[src/rtl/pwm_pkg.sv]
// Purpose : shared state encoding and default sizing for the PWM capture block.
// Latency : n/a (types and constants only).
// Backpr. : n/a.
// Contents: state_e (SYNC, MEASURE), DEF_CNT_W, DEF_TIMEOUT.
package pwm_pkg;

   typedef enum logic {
      SYNC    = 1'b0,   // waiting for a first rising edge (after reset or timeout)
      MEASURE = 1'b1    // counting a period that began on a rising edge
   } state_e;

   localparam int DEF_CNT_W   = 16;
   localparam int DEF_TIMEOUT = 65535;

endpackage

[src/rtl/pwm_in_filter.sv]
// Purpose : two-flop synchronizer for the asynchronous PWM input, plus an optional glitch filter.
// Latency : 2 cycles; FILTER_LEN more when PWM_CAPTURE_FILTER_EN is defined.
// Backpr. : none, the input is sampled every cycle.
// Ports   : clk_i, rst_n_i (async active-low), din_i (raw PWM), dout_o (clean level).
// Macro   : PWM_CAPTURE_FILTER_EN compiles in the filter and its FILTER_LEN parameter.
module pwm_in_filter
`ifdef PWM_CAPTURE_FILTER_EN
#(
   parameter int FILTER_LEN = 4
)
`endif
(
   input  logic clk_i,
   input  logic rst_n_i,
   input  logic din_i,
   output logic dout_o
);

   logic s1_q;
   logic s2_q;

   always_ff @(posedge clk_i or negedge rst_n_i) begin
      if (!rst_n_i) begin
         s1_q <= 1'b0;
         s2_q <= 1'b0;
      end else begin
         s1_q <= din_i;
         s2_q <= s1_q;
      end
   end

`ifdef PWM_CAPTURE_FILTER_EN
   // cnt_q counts consecutive synced samples that disagree with the filtered
   // level; the level flips on the FILTER_LEN-th disagreeing sample.
   localparam int CW = (FILTER_LEN > 1) ? $clog2(FILTER_LEN) : 1;
   localparam logic [CW-1:0] LAST = CW'(FILTER_LEN - 1);

   logic          filt_q, filt_d;
   logic [CW-1:0] cnt_q, cnt_d;

   always_comb begin
      filt_d = filt_q;
      cnt_d  = '0;
      if (s2_q != filt_q) begin
         if (cnt_q == LAST) begin
            filt_d = s2_q;
         end else begin
            cnt_d = cnt_q + CW'(1);
         end
      end
   end

   always_ff @(posedge clk_i or negedge rst_n_i) begin
      if (!rst_n_i) begin
         filt_q <= 1'b0;
         cnt_q  <= '0;
      end else begin
         filt_q <= filt_d;
         cnt_q  <= cnt_d;
      end
   end

   assign dout_o = filt_q;
`else
   assign dout_o = s2_q;
`endif

endmodule

[src/rtl/pwm_capture.sv]
// Purpose : measures period and high time of a PWM input in clk_i cycles; flags a stuck input.
// Latency : valid_o rises 3 cycles after the clock edge that first samples pwm_in_i high (+FILTER_LEN with filter).
// Backpr. : none; valid_o is a one-cycle strobe, results hold until the next strobe.
// Ports   : clk_i, rst_n_i (async active-low), pwm_in_i; period_count_o, high_count_o,
//           valid_o, stuck_o, stuck_level_o.
// Macro   : PWM_CAPTURE_FILTER_EN enables the FILTER_LEN glitch filter in pwm_in_filter.
module pwm_capture
   import pwm_pkg::*;
#(
   parameter int CNT_W      = DEF_CNT_W,
   parameter int TIMEOUT    = DEF_TIMEOUT,
   parameter int FILTER_LEN = 4
)(
   input  logic             clk_i,
   input  logic             rst_n_i,
   input  logic             pwm_in_i,
   output logic [CNT_W-1:0] period_count_o,
   output logic [CNT_W-1:0] high_count_o,
   output logic             valid_o,
   output logic             stuck_o,
   output logic             stuck_level_o
);

   if (TIMEOUT < 2 || FILTER_LEN < 1 || $clog2(TIMEOUT + 1) > CNT_W) begin : g_bad_param
      $error("pwm_capture: TIMEOUT must be 2..2**CNT_W-1 and FILTER_LEN >= 1");
   end

   localparam logic [CNT_W-1:0] TO_VAL = CNT_W'(TIMEOUT);
   localparam logic [CNT_W-1:0] ONE    = CNT_W'(1);

   logic lvl;

`ifdef PWM_CAPTURE_FILTER_EN
   pwm_in_filter #(.FILTER_LEN(FILTER_LEN)) u_in_filter (
`else
   pwm_in_filter u_in_filter (
`endif
      .clk_i   (clk_i),
      .rst_n_i (rst_n_i),
      .din_i   (pwm_in_i),
      .dout_o  (lvl)
   );

   // lvl_q is the level the counters see; prev_q is its one-cycle history.
   logic lvl_q, prev_q;
   logic rise;

   state_e           state_q, state_d;
   logic [CNT_W-1:0] period_cnt_q, period_cnt_d;
   logic [CNT_W-1:0] high_cnt_q, high_cnt_d;
   logic [CNT_W-1:0] period_q, period_d;
   logic [CNT_W-1:0] high_q, high_d;
   logic             valid_q, valid_d;
   logic             stuck_q, stuck_d;
   logic             stuck_lvl_q, stuck_lvl_d;

   assign rise = lvl_q & ~prev_q;

   always_comb begin
      state_d      = state_q;
      period_cnt_d = period_cnt_q;
      high_cnt_d   = high_cnt_q;
      period_d     = period_q;
      high_d       = high_q;
      valid_d      = 1'b0;
      stuck_d      = stuck_q;
      stuck_lvl_d  = stuck_lvl_q;

      unique case (state_q)
         SYNC: begin
            // Counting here only bounds the wait for a first edge; the value
            // is never reported, so high_cnt is kept at zero.
            if (rise) begin
               state_d      = MEASURE;
               period_cnt_d = ONE;
               high_cnt_d   = ONE;
            end else if (period_cnt_q == TO_VAL) begin
               stuck_d      = 1'b1;
               stuck_lvl_d  = lvl_q;
               period_cnt_d = '0;
               high_cnt_d   = '0;
            end else begin
               period_cnt_d = period_cnt_q + ONE;
               high_cnt_d   = '0;
            end
         end
         MEASURE: begin
            // Edge is tested before timeout so an edge on the TIMEOUT cycle
            // still reports a full period of TIMEOUT.
            if (rise) begin
               period_d     = period_cnt_q;
               high_d       = high_cnt_q;
               valid_d      = 1'b1;
               stuck_d      = 1'b0;
               period_cnt_d = ONE;
               high_cnt_d   = ONE;
            end else if (period_cnt_q == TO_VAL) begin
               state_d      = SYNC;
               stuck_d      = 1'b1;
               stuck_lvl_d  = lvl_q;
               period_cnt_d = '0;
               high_cnt_d   = '0;
            end else begin
               period_cnt_d = period_cnt_q + ONE;
               high_cnt_d   = high_cnt_q + (lvl_q ? ONE : '0);
            end
         end
         default: state_d = SYNC;
      endcase
   end

   always_ff @(posedge clk_i or negedge rst_n_i) begin
      if (!rst_n_i) begin
         lvl_q        <= 1'b0;
         prev_q       <= 1'b0;
         state_q      <= SYNC;
         period_cnt_q <= '0;
         high_cnt_q   <= '0;
         period_q     <= '0;
         high_q       <= '0;
         valid_q      <= 1'b0;
         stuck_q      <= 1'b0;
         stuck_lvl_q  <= 1'b0;
      end else begin
         lvl_q        <= lvl;
         prev_q       <= lvl_q;
         state_q      <= state_d;
         period_cnt_q <= period_cnt_d;
         high_cnt_q   <= high_cnt_d;
         period_q     <= period_d;
         high_q       <= high_d;
         valid_q      <= valid_d;
         stuck_q      <= stuck_d;
         stuck_lvl_q  <= stuck_lvl_d;
      end
   end

   assign period_count_o = period_q;
   assign high_count_o   = high_q;
   assign valid_o        = valid_q;
   assign stuck_o        = stuck_q;
   assign stuck_level_o  = stuck_lvl_q;

endmodule

[config.mk]
export PLATFORM = sky130hd
export DESIGN_NAME = pwm_capture
export DESIGN_NICKNAME = d
export VERILOG_FILES = /design/src/rtl/pwm_pkg.sv /design/src/rtl/pwm_in_filter.sv /design/src/rtl/pwm_capture.sv
export SDC_FILE = /design/constraint.sdc
export NUM_CORES = 1
export LEC_CHECK = 0
export CORE_ASPECT_RATIO = 0.7
export CORE_MARGIN = 2
export CORE_UTILIZATION = 50
export CTS_CLUSTER_DIAMETER = 120
export DETAILED_ROUTE_END_ITERATION = 8
export PLACE_DENSITY_LB_ADDON = 0.3
export SYNTH_ARGS = -nofsm -noshare
export SYNTH_HDL_FRONTEND = slang
export SYNTH_SLANG_ARGS = --single-unit
[constraint.sdc]
create_clock -name clk_i -period 2.35 [get_ports clk_i]
set_input_delay 0.5875 -clock clk_i [delete_from_list [all_inputs] [get_ports clk_i]]
set_output_delay 0.5875 -clock clk_i [all_outputs]
set_load 0.1 [all_outputs]
### Word level (Yosys, flattened, before mapping)

Index checks and enable logic that the tools add are counted.

* muxes and demuxes: 18
* $add $sub $neg: 2
* reductions and logical operators: 2
* eq/ne operators: 2
* bitwise gates (word level): 4

Operator list (count)
* 16-bit two-way mux: 4
* 16-bit one-hot mux with 2 select lines: 1
* 16-bit by 1-bit adder with 16-bit output: 1
* 16-bit by 1-bit adder with 16-bit output, second input constant: 1
* 16-bit == test, second input constant: 1
* 1-bit two-way mux: 11
* 1-bit one-hot mux with 2 select lines: 2
* 2-bit AND reduction: 2
* 1-bit inverter: 3
* 2-bit inequality test, second input constant: 1
* 1-bit bitwise AND: 1

* register bits: 72
* bits of input ports: 3
* logic and storage cells: 40

### Depth between registers and ports, before layout

* depth in word-level cells: 5
* mapped depth: 6
* depth with buffers taken out: 5

### Modules after synthesis

Synthesis repeated with hierarchy kept, for this count alone.

* cells, all modules: 251
* area, all modules: 3002.9 sq um

Modules (own cells, without submodules)
* pwm_capture: sequential area each 1751.7 sq um, times used 1, area an instance 2952.8 sq um, cells an instance 249
* pwm_in_filter: sequential area each 50.0 sq um, times used 1, area an instance 50.0 sq um, cells an instance 2

### Least setup slack after synthesis

No wires, ideal clock.

* path type: flip-flop to flip-flop
* start point: register period_cnt_q[0]
* end point: register stuck_lvl_q (netlist: stuck_level_o)
* data required time: 2.225 ns
* period minus slack after synthesis: 1.873 ns
* path buffers: 0
* cell stages (with the launch flop): 6
* path slack: 0.477 ns
* arrival time: 1.748 ns
* library setup time: 0.125 ns
* cells stage by stage: dfrtp_1 -> ha_1 -> nand3_2 -> or4_4 -> or2_4 -> o22a_1

* cells in the longest elaborated chain, start to end: 2

Ends and longest elaborated chain
* start, declared: RTL line pwm_capture.sv:49 `logic [CNT_W-1:0] period_cnt_q, period_cnt_d;`
* start signal, assigned: RTL line pwm_capture.sv:128 `period_cnt_q <= period_cnt_d;`
* 16-bit == test: RTL line pwm_capture.sv:77, pwm_capture.sv:97
* 2-bit AND reduction (no source line)
* end signal, assigned: RTL line pwm_capture.sv:134 `stuck_lvl_q <= stuck_lvl_d;`
* end, declared: RTL line pwm_capture.sv:55 `logic stuck_lvl_q, stuck_lvl_d;`

Every way passes these cells.
A chain may end at the register's enable or synchronous reset.

### Worst setup path in the final report

* start point: register period_cnt_q[0]
* end point: register high_cnt_q[4]

* cells in the longest elaborated chain, start to end: 4

Ends and longest elaborated chain
* 16-bit == test: RTL line pwm_capture.sv:97 `end else if (period_cnt_q == TO_VAL) begin`
* 16-bit two-way mux: RTL line pwm_capture.sv:97
* 16-bit two-way mux: RTL line pwm_capture.sv:90 `if (rise) begin`
* 16-bit one-hot mux with 2 select lines: RTL line pwm_capture.sv:69 `unique case (state_q)`
* named net high_cnt_d[4]: RTL line pwm_capture.sv:50 `logic [CNT_W-1:0] high_cnt_q, high_cnt_d;`
* end signal, assigned: RTL line pwm_capture.sv:129 `high_cnt_q <= high_cnt_d;`
* end, declared: RTL line pwm_capture.sv:50

The timed path passes the listed nets, and every way through them passes these cells.

==> impl_metrics.yaml <==
synthesis:
  postSynth.topFlopCell: "dfrtp_1"
  synth-seq-cells: 72
  synth_seq_area_share: 0.597
  synth_cell_types: 31
  syn-num-nets: 256
  syn-cell-area_um2: 3020
  yosys.area.top_type_share: 0.597
  synth_edf_count: 0
  synthArstFlopShare: 1.00
  syn_avg_cell_area_um2: 12.1
  yosysWarnings: 0
  synth_area_leaders: "dfrtp_1, mux2_2, xnor2_1, nor2_1, nor4_1"
  netlist.top_cell.by_area: "dfrtp_1"
  syn_inst: 250
flow_run:
  maxCapViolCount: 0
setup_path:
  cp_max_fo: 15
  cp.required_ns: 2.56
  end_kind: "flop"
  crit_arrival_ns: 2.32
  crit_type: "flop to flop"
  worstSetupStartpointType: "flop"
placement:
  port-buffer-count: 37
  routabilityCongestion: 0.827
  dpl_worst_slack_ns: 0.239
  dp_hpwl_um: 3790
cts:
  cts_resized: 0
  hold_buffers: 0
  cts-root-buf: "clkbuf_8"
  path_clk_slew_ns: 0.07
  cts-buffers-inserted: 9
  htreeDepth: 3
  cts_setup_buffers: 0
  cts_tree: "built"
  worstSkewPairLatency_ns: 0.35
  clockBufferDepth: 2
  cts.sinks: 72
die:
  die_h_um: 69.0
  die_width_um: 96.9
  io_pins: 38
  fp.coreArea_um2: 5780
  initial_core_util: 0.522
  rows: 23
  dieArea_um2: 6690
detailed_routing:
  drc: 0
  first_pass_iters: 4
  dr.first_iter.drc_count: 134
  ant_nets: 0
  vias_per_cell: 5.26
  routed_wl_um: 5550
  wl_per_cell_um: 14.7
  vias: 1978
sta:
  fin_crit_sh: 0.895
  tns_ns: 0
  hold_ws_ns: 0.0955
  report.final.slew_viol_count: 0
  fin_skew_ns: 0.00595
  rsz0062_at_grt: "false"
  finalWorstSetupSlack_ns: 0.246
  finalSetupViolCount: 0
  hold_viol: 0
  tightest_slew_ns: 0.486
  fmax_mhz: 475
  fin_crit_ns: 2.10
  max_slew_margin: 0.675
outcome:
  status: "completed"
final_layout:
  final_cell_mix: "dfrtp_1, buf_4, nor2_1"
  drive_gt1_frac: 0.306
  multi_input_area_um2: 1150
  layout.nets: 302
  syn2layout_area_growth_pct: 20.4
  nFillCells: 482
  antenna_cells: 0
  fin_util: 0.629
  final_common_cell: "dfrtp_1"
  seqCellArea_um2: 1800
global_routing:
  grt.overflow.total: 0
  grt_pass1_wl_um: 9830
  grt_antenna_before_repair: 0
  first_global_vias: 1983
  grt_max_degree: 64
  grt_usage: 0.185
power:
  p_per_area_nw_per_um2: 927
  leakagePower_nw: 1.71
  vdd_drop_max_mv: 0.450
  p_total_mw: 3.37
hold_path:
  hp-class: "input port to async pin"
==> state kept, by name, indices dropped and copies added (netlist names) <==
signal / flops
lvl_q: 1
state_q: 1
u_in_filter.dout_o: 1
u_in_filter.s1_q: 1
period_count_o: 16
stuck_o: 1
period_cnt_q: 16
prev_q: 1
high_count_o: 16
valid_o: 1
stuck_level_o: 1
high_cnt_q: 16
==> Yosys cell counts, types with 2 or more instances <==
library cell	instances
nor2_1	34
ha_1	3
nor3_1	8
nand3_1	8
inv_1	8
mux2_2	27
nor4_1	10
xor2_1	5
and3_2	2
clkbuf_1	5
dfrtp_1	72
nand4_1	6
nand2_1	16
o21ai_0	7
xnor2_1	23
==> final cells by class <==
class | instances | share of cell area
sequential | 72 | 0.495
multi-input combinational | 163 | 0.316
timing repair buffer | 42 | 0.0901
clock buffer | 14 | 0.0475
tap | 75 | 0.0258
clock inverter | 2 | 0.0165
inverter | 8 | 0.00826
==> path summary, 6_finish.rpt <==
| path | start | endpoint | slack [ns] | cells after the start |
|---|---|---|---|---|
| min in group clk_i | u_in_filter.s1_q | u_in_filter.dout_o | 0.35 | 0 |
| min reg2reg | u_in_filter.s1_q | u_in_filter.dout_o | 0.35 | 0 |
| max in group asynchronous | rst_n_i | high_cnt_q[12] | 1.67 | 2 |
| max reg2reg | period_cnt_q[0] | high_cnt_q[4] | 0.25 | 5 |
| min | rst_n_i | u_in_filter.s1_q | 0.1 | 1 |
| max | period_cnt_q[0] | high_cnt_q[4] | 0.25 | 5 |
==> per-stage QoR <==
| step | instance area [µm²] | instances |
|---|---|---|
| finish | 3640 | 376 |
| floorplan | 3020 | 250 |
| CTS | 3640 | 376 |
| detailed placement | 3400 | 360 |
| global route | 3640 | 376 |
| global placement | 3400 | 360 |
==> power by group <==
part           total (mW)  internal, mW  switching (mW)
logic               0.784         0.196           0.588
clock network        1.12         0.686           0.431
registers            1.47          1.36           0.115
total                3.37          2.24            1.13
==> kinds of logic after synthesis <==
| kind of cell | synth area share |
|---|---|
| AND/OR/NAND/NOR | 0.154 |
| flip-flops | 0.597 |
| XOR/XNOR | 0.0812 |
| multiplexers | 0.101 |
| buffers and inverters | 0.0224 |
| AO/OA/AOI/OAI | 0.0331 |
| adder cells (fa/ha/maj) | 0.0124 |
==> layer usage <==
metal	GRT usage	vias up	wire length, µm
met5	0	-	0
met4	0.0579	0	61
met3	0.0669	8	271
met2	0.265	45	2460
met1	0.264	978	2750
li1	-	947	-
==> worst max-delay path, cell delays in order, from the launching register on <==
cell	delay (ns)
dfrtp_1	0.42
ha_1	0.24
nand3_2	0.15
or4_4	0.62
o211ai_4	0.43
nor2_1	0.10
(Power assumes the default switching activity.)
